==> config.mk <==
export PLATFORM = sky130hd
export DESIGN_NAME = sync_fifo_fwft
export DESIGN_NICKNAME = d
export VERILOG_FILES = /design/src/rtl/sync_fifo_fwft.sv
export SDC_FILE = /design/constraint.sdc
export NUM_CORES = 1
export LEC_CHECK = 0
export CORE_ASPECT_RATIO = 1.5
export CORE_MARGIN = 2
export CORE_UTILIZATION = 54
export CTS_BUF_LIST = sky130_fd_sc_hd__clkbuf_8
export CTS_CLUSTER_DIAMETER = 30
export DETAILED_ROUTE_END_ITERATION = 8
export PLACE_DENSITY_LB_ADDON = 0.05
export SKIP_LAST_GASP = 1
export SLEW_MARGIN = 0
export SYNTH_ARGS = -nofsm -noshare
export SYNTH_HDL_FRONTEND = slang
export SYNTH_SLANG_ARGS = --single-unit
==> constraint.sdc <==
create_clock -name clk -period 2.4 [get_ports clk]
set_input_delay 0.24 -clock clk [delete_from_list [all_inputs] [get_ports clk]]
set_output_delay 0.24 -clock clk [all_outputs]
set_load 0.02 [all_outputs]
==> src/rtl/sync_fifo_fwft.sv <==
// Synchronous single-clock FIFO with registered status flags and a selectable
// read mode: registered read data (FWFT=0) or first-word-fall-through (FWFT=1).
module sync_fifo_fwft #(
  parameter int DATA_WIDTH = 8,
  parameter int FIFO_DEPTH = 8,
  parameter int ALMOST_WR  = 2,
  parameter int ALMOST_RD  = 1,
  parameter int FWFT       = 0,
  localparam int AW        = $clog2(FIFO_DEPTH)
) (
  input  logic                  clk,
  input  logic                  rst_n,
  input  logic                  clr,
  input  logic                  write,
  input  logic [DATA_WIDTH-1:0] wdata,
  input  logic                  read,
  output logic [DATA_WIDTH-1:0] rdata,
  output logic                  full,
  output logic                  empty,
  output logic                  almost_full,
  output logic                  almost_empty,
  output logic [AW:0]           count,
  output logic                  wr_err,
  output logic                  rd_err
);

  localparam logic [AW:0] DEPTH_C = (AW+1)'(FIFO_DEPTH);
  localparam logic [AW:0] AF_C    = (AW+1)'(FIFO_DEPTH - ALMOST_WR);
  localparam logic [AW:0] AE_C    = (AW+1)'(ALMOST_RD);

  logic [DATA_WIDTH-1:0] mem_q [FIFO_DEPTH];

  logic [AW:0] wr_ptr_q, wr_ptr_d;
  logic [AW:0] rd_ptr_q, rd_ptr_d;
  logic [AW:0] count_q, count_d;
  logic        full_q, full_d;
  logic        empty_q, empty_d;
  logic        af_q, af_d;
  logic        ae_q, ae_d;
  logic        wr_err_q, wr_err_d;
  logic        rd_err_q, rd_err_d;
  logic        wr_acc_s;
  logic        rd_acc_s;

  // Acceptance uses the registered flags, so a full FIFO rejects a write even
  // when a read frees a slot in the same cycle.
  assign wr_acc_s = write & ~full_q  & ~clr;
  assign rd_acc_s = read  & ~empty_q & ~clr;

  always_comb begin
    wr_ptr_d = wr_ptr_q;
    rd_ptr_d = rd_ptr_q;
    count_d  = count_q;
    wr_err_d = 1'b0;
    rd_err_d = 1'b0;
    if (clr) begin
      wr_ptr_d = '0;
      rd_ptr_d = '0;
      count_d  = '0;
    end else begin
      wr_ptr_d = wr_ptr_q + {{AW{1'b0}}, wr_acc_s};
      rd_ptr_d = rd_ptr_q + {{AW{1'b0}}, rd_acc_s};
      wr_err_d = write & full_q;
      rd_err_d = read  & empty_q;
      case ({wr_acc_s, rd_acc_s})
        2'b10:   count_d = count_q + {{AW{1'b0}}, 1'b1};
        2'b01:   count_d = count_q - {{AW{1'b0}}, 1'b1};
        default: count_d = count_q;
      endcase
    end
  end

  // Flags derive from the next count so they move in the same cycle as count.
  always_comb begin
    full_d  = (count_d == DEPTH_C);
    empty_d = (count_d == '0);
    af_d    = (count_d >= AF_C);
    ae_d    = (count_d <= AE_C);
  end

  always_ff @(posedge clk or negedge rst_n) begin
    if (!rst_n) begin
      wr_ptr_q <= '0;
      rd_ptr_q <= '0;
      count_q  <= '0;
      full_q   <= 1'b0;
      empty_q  <= 1'b1;
      af_q     <= 1'b0;
      ae_q     <= 1'b1;
      wr_err_q <= 1'b0;
      rd_err_q <= 1'b0;
    end else begin
      wr_ptr_q <= wr_ptr_d;
      rd_ptr_q <= rd_ptr_d;
      count_q  <= count_d;
      full_q   <= full_d;
      empty_q  <= empty_d;
      af_q     <= af_d;
      ae_q     <= ae_d;
      wr_err_q <= wr_err_d;
      rd_err_q <= rd_err_d;
    end
  end

  // Storage is deliberately left out of reset and flush.
  always_ff @(posedge clk) begin
    if (wr_acc_s) begin
      mem_q[wr_ptr_q[AW-1:0]] <= wdata;
    end
  end

  generate
    if (FWFT != 0) begin : g_fwft
      assign rdata = mem_q[rd_ptr_q[AW-1:0]];
    end else begin : g_std
      logic [DATA_WIDTH-1:0] rdata_q, rdata_d;

      always_comb begin
        rdata_d = rdata_q;
        if (clr) begin
          rdata_d = '0;
        end else if (rd_acc_s) begin
          rdata_d = mem_q[rd_ptr_q[AW-1:0]];
        end else begin
          rdata_d = rdata_q;
        end
      end

      always_ff @(posedge clk or negedge rst_n) begin
        if (!rst_n) begin
          rdata_q <= '0;
        end else begin
          rdata_q <= rdata_d;
        end
      end

      assign rdata = rdata_q;
    end
  endgenerate

  assign full         = full_q;
  assign empty        = empty_q;
  assign almost_full  = af_q;
  assign almost_empty = ae_q;
  assign count        = count_q;
  assign wr_err       = wr_err_q;
  assign rd_err       = rd_err_q;

endmodule

==> run summary, run 1 <==
status -> completed
async set or reset register ratio after synthesis -> 27.3%
area grow syn2layout -> 24.6%
max cap viols -> 0
number of synthesized flops with an enable pin -> 64
global placer's final weighted congestion -> 0.898
Yosys top cell by area -> edfxtp_1
Layout Cells excl Fill -> 345
Cell Int Power -> 0.00274 W
H-tree depth -> 3
post-DR wirelength/cell -> 19.7 um
top-area cell type share of the netlist area -> 53.9%
Hold Worst Slack -> 0.241 ns
Sw Pwr -> 0.000685 W
Slew Viols, Final -> 0
number of diodes -> 0
FF+latch count, synth -> 88
Seq/Total Area, Yosys -> 70.9%
leak pwr -> 1.63 nW
core area -> 0.00644 mm^2
Mapped Area -> 0.00356 mm^2
CTS tree -> done
final worst-path cycle share -> 96.1%
switching portion of total power -> 20.0%
CTS buffer count -> 9
Syn Inst Count -> 207
CP Launch Type -> register
Initial Util -> 55.3%
Final Hold Fails -> 0
Sequential Power Share -> 49.9%
drt pass-1 iters -> 4
CP endpoint kind -> register
post-synth net total -> 227
crit-path max FO -> 6
fillers -> 436
vias per std cell -> 5.71
Synth cell types -> 36
fraction of layout cells with a size suffix above 1 -> 26.8%
Die X -> 70.3 um
clk sinks -> 88
Comb pwr share -> 9.8%
Rel. slew slack -> 46.8%
num ports -> 31
GRT overflow -> 0
clk_lat worst skew -> 0.35 ns
worst slew pin tran -> 0.799 ns
Worst-path clk slew -> 0.08 ns
Die ar. -> 0.00728 mm^2
syn_area_per_cell -> 17.2 um^2
post-detail-place hpwl -> 4.83 mm
Max Clk Rate -> 434 MHz
GRT Util Overall -> 20.8%
port bufs -> 30
Setup Skew -> 0.00738 ns
Final setup viols -> 0
CTS Hold Bufs -> 0
# placed instances -> 329
most frequent cells in the layout -> edfxtp_1, clkdlybuf4s50_1, buf_4
Reg area -> 0.00252 mm^2
HP Class -> input port to asynchronous set/reset pin
crit path DAT -> 2.60 ns
largest cells by area after synthesis -> edfxtp_1, dfrtp_1, mux4_2
pwr dens -> 772 mW/mm^2
final wirelength -> 6.81 mm
1st-iter DRT viols -> 64
synth warn -> 0
total number of vias -> 1970
Layout Nets -> 284
WP data required -> 2.69 ns
Clock power frac -> 40.3%
Final min period -> 2.31 ns
Multi-input gate area -> 0.00104 mm^2
CTS Root Cell -> clkbuf_8
Final ANT Viol Nets -> 0
FP Rows -> 36
Peak VDD IR -> 0.000531 V
RSZ-0062 raised after global routing -> yes
commonest non-fill, non-tap cell in the layout -> edfxtp_1
first-pass GRT wire length -> 10.8 mm
largest net degree at the start of global routing -> 25
CTS Buffer Depth -> 2
detailed-route DRC error count -> 0
initial antenna violation count -> 0
ys flop type -> edfxtp_1
Final Power -> 0.00343 W
Vert. Die Dim -> 103 um
number of global-route vias before repair -> 2107
post-CTS setup buffer count -> 0
Crit Path Category -> register to register
-- worst max-delay path, cell delays in order (launching register included) --
cell       delay [ns]
dfstp_2          0.56
inv_2            0.06
nand3_4          0.07
inv_2            0.04
buf_4            0.13
ha_1             0.39
o41ai_1          0.46
a2bb2oi_2        0.32
a31o_1           0.21
-- flip-flops by register name (all words and copies together), names as in the netlist --
name and flops:
mem_q 64, rdata 8, count 4, rd_ptr_q 3, wr_ptr_q 3, almost_empty 1, almost_full 1, empty 1
full 1, rd_err 1, wr_err 1
-- stage by stage --
stage / TNS, ns / setup WS (ns) / cell area (um^2) / util, %
after global placement: -0.640 / -0.137 / 4130 / 64.1
after detailed placement: -1.18 / -0.256 / 4130 / 64.1
after floorplan: 0 / 0.00368 / 3600 / -
final: 0 / 0.0932 / 4440 / 68.9
after global routing: -0.0266 / -0.0266 / 4440 / 68.9
after CTS: 0 / 0.0797 / 4410 / 68.5
-- what timing repair did --
item | in CTS | in global routing
setup endpoints to repair | 0 | 1
endpoints found under the hold margin | 0 | 0
gates resized for setup | 0 | 4
-- final timing paths --
kind,cells after the start,slack (ns),endpoint,start
hold reg to reg,2,0.50,rdata[3]$_DFFE_PN0P_,rdata[3]$_DFFE_PN0P_
max in group asynchronous,2,1.87,almost_empty$_DFF_PN1_,rst_n
hold / removal,2,0.24,wr_err$_DFF_PN0_,rst_n
setup / recovery,8,0.09,empty$_DFF_PN1_,empty$_DFF_PN1_
setup reg to reg,8,0.09,empty$_DFF_PN1_,empty$_DFF_PN1_
min in group clk,2,0.50,rdata[3]$_DFFE_PN0P_,rdata[3]$_DFFE_PN0P_
-- logic make-up after synthesis --
group,after synthesis,share of synthesized area [%]
multiplexers,28,13.5
XOR/XNOR,6,1.47
AO/OA/AOI/OAI,19,3.65
flip-flops,88,70.9
AND/OR/NAND/NOR,46,6.36
adder cells (fa/ha/maj),7,2.46
buffers and inverters,13,1.69
-- cell usage after synthesis (2+ instances only) --
master and count:
edfxtp_1 64, nand2b_1 3, mux2i_1 11, xnor2_1 4
o21ai_0 8, xor2_1 2, nand2_1 12, clkbuf_1 2
dfrtp_1 22, inv_1 5, and3_1 2, ha_1 7
nor2b_1 5, buf_2 3, mux4_2 16, dfstp_2 2
nor3_1 2, a21oi_1 3, nor2_1 16, buf_4 2
-- final cells by class --
cell class / count / share of cell area (%)
repair buffers: 54 / 10.8
multi-input cells: 106 / 23.4
well taps: 76 / 2.14
clock inverters: 7 / 3.58
flip-flops and latches: 88 / 56.9
clock buffers: 9 / 2.79
inverters: 5 / 0.423
-- power groups by stage --
| stage | logic (W) | registers, W | clock network [W] |
|---|---|---|---|
| 2_1_floorplan | 0.000145 | 0.00176 | 0 |
| 3_3_place_gp | 0.000313 | 0.00174 | 0 |
| 3_5_place_dp | 0.000325 | 0.00175 | 0 |
| 4_1_cts | 0.000327 | 0.00171 | 0.00141 |
| 5_1_grt | 0.000366 | 0.00172 | 0.00147 |
| 6_report | 0.000335 | 0.00171 | 0.00138 |
-- metal layers --
layer	vias up	wire length [um]	GRT usage (%)
met2	44	3880	37.8
met4	0	81	8.73
li1	898	-	-
met1	1021	2610	23.9
met3	7	232	4.65
met5	-	0	0
Power figures use the tool's default switching activity.
==> run 2: changes to the inputs <==
- CORE_UTILIZATION: 54 -> 25
- clock period: 2.4 -> 1.86 ns (I/O delays scaled with it)
==> run 2 against run 1 <==
  * Critical path type unchanged
  * Largest power group unchanged
  * Largest cell class unchanged
  * Via count decreased by 0.15%
  * Sequential power increased by 29%
  * Clock skew rose by 0.0084 ns
  * The run now ends with negative setup slack left
  * Critical endpoint is now full$_DFF_PN0_
==> run summary, run 2 (synthesized netlist as in run 1, its figures left out) <==
status -> finished, violations left
failing checks -> negative setup slack
post-detail-place hpwl -> 5.78 mm (+20%)
Hold Worst Slack -> 0.175 ns (-0.0655 ns)
pwr dens -> 886 mW/mm^2 (+15%)
crit path DAT -> 2.47 ns (-0.13 ns)
WP data required -> 2.13 ns (-0.56 ns)
vias per std cell -> 4.14 (-27%)
Final min period -> 2.21 ns (-0.100 ns)
Layout Nets -> 298 (+4.9%)
fraction of layout cells with a size suffix above 1 -> 33.6% (+6.8 points)
Worst Setup Slack, final -> -0.346 ns (-0.440 ns)
Max Clk Rate -> 453 MHz (+4.5%)
Worst-path clk slew -> 0.09 ns (about the same)
Crit Path Category -> register to register
Final ANT Viol Nets -> 0 (unchanged)
core area -> 0.0140 mm^2 (+120%)
Peak VDD IR -> 0.000387 V (-27%)
final worst-path cycle share -> 119% (+23 points)
area grow syn2layout -> 32.0%
port bufs -> 30 (unchanged)
global placer's final weighted congestion -> 0.698 (-22%)
Final Hold Fails -> 0 (unchanged)
largest net degree at the start of global routing -> 25 (unchanged)
drt pass-1 iters -> 4 (unchanged)
CTS Root Cell -> clkbuf_8
clk sinks -> 88 (unchanged)
GRT Util Overall -> 11.6% (-9.2 points)
CTS Hold Bufs -> 0 (unchanged)
Slew Viols, Final -> 0 (unchanged)
num ports -> 31 (unchanged)
most frequent cells in the layout -> edfxtp_1, buf_4, clkdlybuf4s50_1
Layout Cells excl Fill -> 475 (+38%)
number of global-route vias before repair -> 2198 (+4.3%)
initial antenna violation count -> 0 (unchanged)
post-DR wirelength/cell -> 17.1 um (-13%)
crit-path max FO -> 2 (-4)
GRT overflow -> 0 (unchanged)
Rel. slew slack -> 62.2% (+15 points)
HP Class -> input port to asynchronous set/reset pin
commonest non-fill, non-tap cell in the layout -> edfxtp_1
r2r setup slk -> -0.35 ns (-0.44 ns)
max cap viols -> 0 (unchanged)
Final setup viols -> 6 (+6)
1st-iter DRT viols -> 73 (+14%)
RSZ-0062 raised after global routing -> yes
clk_lat worst skew -> 0.37 ns (+0.02 ns)
leak pwr -> 1.67 nW (+2.8%)
Vert. Die Dim -> 150 um (+45%)
final wirelength -> 8.12 mm (+19%)
Die X -> 101 um (+44%)
number of diodes -> 0 (unchanged)
FP Rows -> 53 (+47%)
worst slew pin tran -> 0.567 ns (-0.232 ns)
first-pass GRT wire length -> 12.7 mm (+18%)
total number of vias -> 1967 (-0.15%)
detailed-route DRC error count -> 0 (unchanged)
Initial Util -> 25.5% (-30 points)
CP Launch Type -> register
CTS Buffer Depth -> 2 (unchanged)
CTS buffer count -> 9 (unchanged)
H-tree depth -> 3 (unchanged)
CP endpoint kind -> register
Setup Skew -> 0.0158 ns (+0.00837 ns)
max FFs per register -> 64 (unchanged)
CTS tree -> done
# placed instances -> 459 (+40%)
Die ar. -> 0.0152 mm^2 (+110%)
==> run 2: path summary, 6_finish.rpt <==
path	start	end	cells after the start
worst max register to register	full$_DFF_PN0_	full$_DFF_PN0_	9
min in group clk	write	wr_err$_DFF_PN0_	2
worst min-delay path	rst_n	wr_err$_DFF_PN0_	2
max in group asynchronous	rst_n	almost_empty$_DFF_PN1_	2
worst max-delay path	full$_DFF_PN0_	full$_DFF_PN0_	9
worst min register to register	rdata[4]$_DFFE_PN0P_	rdata[4]$_DFFE_PN0P_	2
==> run 2: per-stage QoR <==
step / setup TNS [ns] / area, um^2 / util [%] / total power, W / worst slack, ns
6_report: -1.79 / 4700 / 33.6 / 0.00417 / -0.346
5_1_grt: -2.52 / 4700 / 33.6 / 0.00435 / -0.461
4_1_cts: -1.89 / 4680 / 33.4 / 0.00421 / -0.372
3_5_place_dp: -10.83 / 4440 / 31.7 / 0.00273 / -0.723
3_3_place_gp: -11.84 / 4440 / 31.7 / 0.00273 / -0.707
2_1_floorplan: -2.08 / 3630 / - / 0.00247 / -0.477
==> run 2: final cells by class <==
cell class	instances	area [um^2]
tap	192	240
sequential	88	2530
multi-input combinational	106	1090
fill	1367	9290
timing repair buffer	68	611
clock buffer	9	124
clock inverter	7	95.1
inverter	5	21.3
==> run 2: power by group <==
part	total [W]	switching, W	internal [W]
Combinational	0.000503	0.000247	0.000256
Clock	0.00147	0.000712	0.000759
Sequential	0.00220	0.0000333	0.00216
==> run 2: repair_timing <==
action | CTS | global route
setup endpoints to repair | 7 | 15
resized for setup | 3 | 5
pin swaps | 1 | 4
setup buffers | 0 | 0
==> run 2: critical path, stage by stage, from the launching register on <==
cell and delay (ns):
dfrtp_2 0.44, nor3b_4 0.22, inv_2 0.08, ha_4 0.17, xor2_2 0.14, ha_2 0.17, a21oi_2 0.11, mux2_4 0.32
mux2i_2 0.20, nor4b_4 0.25
==> run 2: metal layers <==
metal / share of wire (%) / GRT usage [%] / routed length, um / up-vias
li1: - / - / - / 922
met1: 42 / 13.4 / 3410 / 996
met2: 53 / 20.8 / 4310 / 37
met3: 3.1 / 2.51 / 254 / 12
met4: 1.7 / 4.46 / 141 / 0
met5: 0 / 0 / 0 / -
==> run 3: changes to the inputs <==
- ABC_CLOCK_PERIOD_IN_PS: not set -> 2200
- clock period: 1.86 -> 2.2 ns (I/O delays scaled with it)
==> run 3 against run 2 <==
  * The flow now finishes without violations
  * Total power decreased by 14%
  * Global-route usage decreased by 0.19 points
  * Critical path depth unchanged
  * Critical path type unchanged
  * Cell area decreased by 1.0%
  * Largest power group unchanged
  * First-iteration DRC count increased by 6.8%
  * Sequential power decreased by 15%
  * Wire length decreased by 1.3%
  * Final cell count decreased by 1.5%
  * Hold slack improved by 0.050 ns
  * Maximum frequency increased by 0.40%
  * Register-to-register slack improved by 0.35 ns
  * Critical endpoint unchanged
  * Non-clock buffer count decreased by 7
==> run summary, run 3 (synthesized netlist as in run 1, its figures left out) <==
Die ar. -> 0.0152 mm^2 (unchanged)
CTS Root Cell -> clkbuf_8
Worst-path clk slew -> 0.09 ns (about the same)
area grow syn2layout -> 30.7%
clk_lat worst skew -> 0.36 ns (about the same)
global placer's final weighted congestion -> 0.714 (+2.3%)
CTS Buffer Depth -> 2 (unchanged)
CP endpoint kind -> register
initial antenna violation count -> 0 (unchanged)
max incr delay on CP -> 0.44 ns (about the same)
final wirelength -> 8.01 mm (-1.3%)
FP Rows -> 53 (unchanged)
Layout Cells excl Fill -> 468 (-1.5%)
crit-path cells -> nor3b_4 > inv_2 > ha_4 > xor2_1 > ha_2 > a21oi_2 > mux2_4 > mux2i_4 > nor4b_4
Rel. slew slack -> 40.5% (-22 points)
crit-path max FO -> 3 (+1)
Max Clk Rate -> 455 MHz (+0.40%)
first-pass GRT wire length -> 12.4 mm (-2.4%)
Final setup viols -> 0 (-6)
post-DR wirelength/cell -> 17.1 um (+0.15%)
drt pass-1 iters -> 6 (+2)
Slowest cell on crit path -> dfrtp_2
Final Hold Fails -> 0 (unchanged)
largest net degree at the start of global routing -> 25 (unchanged)
finished layout cell area -> 0.00466 mm^2 (-1.0%)
Slew Viols, Final -> 0 (unchanged)
Final min period -> 2.20 ns (-0.00885 ns)
1st-iter DRT viols -> 78 (+6.8%)
core area -> 0.0140 mm^2 (unchanged)
Final ANT Viol Nets -> 0 (unchanged)
CP Launch Type -> register
GRT Util Overall -> 11.4% (-0.19 points)
dpl cell area -> 0.00436 mm^2 (-1.8%)
max cap viols -> 0 (unchanged)
fraction of layout cells with a size suffix above 1 -> 29.7% (-3.9 points)
post-detail-place hpwl -> 5.57 mm (-3.7%)
max FFs per register -> 64 (unchanged)
Layout Nets -> 291 (-2.3%)
crit path DAT -> 2.46 ns (about the same)
detailed-route DRC error count -> 0 (unchanged)
clk sinks -> 88 (unchanged)
num ports -> 31 (unchanged)
status -> completed
number of global-route vias before repair -> 2113 (-3.9%)
CTS buffer count -> 9 (unchanged)
post-layout util -> 33.3% (-0.35 points)
Final Power -> 0.00359 W (-14%)
pwr dens -> 771 mW/mm^2 (-13%)
GRT overflow -> 0 (unchanged)
leak pwr -> 1.65 nW (-1.5%)
fillers -> 1376 (+0.66%)
# placed instances -> 451 (-1.7%)
CTS tree -> done
WP data required -> 2.46 ns (+0.33 ns)
number of diodes -> 0 (unchanged)
Initial Util -> 25.5% (unchanged)
H-tree depth -> 3 (unchanged)
Peak VDD IR -> 0.000356 V (-8.0%)
Die X -> 101 um (unchanged)
vias per std cell -> 4.19 (+1.1%)
HP Class -> input port to asynchronous set/reset pin
Crit Path Category -> register to register
final worst-path cycle share -> 99.9% (-19 points)
most frequent cells in the layout -> edfxtp_1, clkdlybuf4s50_1, buf_4
total number of vias -> 1960 (-0.36%)
RSZ-0062 raised after global routing -> yes
Setup Skew -> 0.0147 ns (-0.00102 ns)
Vert. Die Dim -> 150 um (unchanged)
commonest non-fill, non-tap cell in the layout -> edfxtp_1
port bufs -> 30 (unchanged)
worst slew pin tran -> 0.893 ns (+0.326 ns)
## run 3: cell type report
type / instances / area (um^2) / share of cell area, %
timing repair buffer: 61 / 546 / 11.7
inverter: 5 / 21.3 / 0.457
clock buffer: 9 / 124 / 2.66
sequential: 88 / 2530 / 54.3
clock inverter: 7 / 110 / 2.36
multi-input combinational: 106 / 1090 / 23.4
tap: 192 / 240 / 5.16
## run 3: metal layers
| layer | GRT usage (%) | share of wire (%) |
|---|---|---|
| met1 | 13.5 | 42 |
| met2 | 19.8 | 53 |
| met3 | 2.69 | 2.9 |
| met4 | 4.66 | 1.9 |
| met5 | 0 | 0 |
## run 3: worst max-delay path, delay by kind of cell (launching register included)
| family | cells | cell delay (ns) |
|---|---|---|
| compound gates | 1 | 0.12 |
| xor+xnor | 1 | 0.16 |
| fa+ha+maj | 2 | 0.35 |
| buf+inv | 1 | 0.08 |
| flops | 1 | 0.44 |
| mux | 2 | 0.53 |
| simple gates | 2 | 0.43 |
## run 3: stage by stage
| stage | TNS, ns | worst slack, ns | hold WS [ns] |
|---|---|---|---|
| after floorplan | -0.256 | -0.137 | -0.0756 |
| after global placement | -1.77 | -0.345 | 0.469 |
| after detailed placement | -1.97 | -0.411 | 0.475 |
| after CTS | -0.0550 | -0.0550 | 0.229 |
| after global routing | -0.338 | -0.103 | 0.237 |
| final | 0 | 0.00247 | 0.225 |
## run 3: final timing paths
check | end | startpoint | cells after the start | slack, ns
setup / recovery | full$_DFF_PN0_ | full$_DFF_PN0_ | 9 | 0.002
hold / removal | wr_err$_DFF_PN0_ | rst_n | 2 | 0.22
setup reg to reg | full$_DFF_PN0_ | full$_DFF_PN0_ | 9 | 0.002
hold reg to reg | rdata[0]$_DFFE_PN0P_ | rdata[0]$_DFFE_PN0P_ | 2 | 0.49
max in group asynchronous | empty$_DFF_PN1_ | rst_n | 2 | 1.66
min in group clk | wr_err$_DFF_PN0_ | write | 2 | 0.49
## run 3: power breakdown
part           switching, W  internal [W]  leakage [nW]
logic              0.000203      0.000204         0.626
registers         0.0000318       0.00183         0.900
clock network      0.000577      0.000747         0.120
## run 3: repair_timing
action,CTS,global route
setup buffers,1,0
gates resized for setup,2,6
setup endpoints to repair,2,5
hold buffers,0,0
pin swaps,2,3
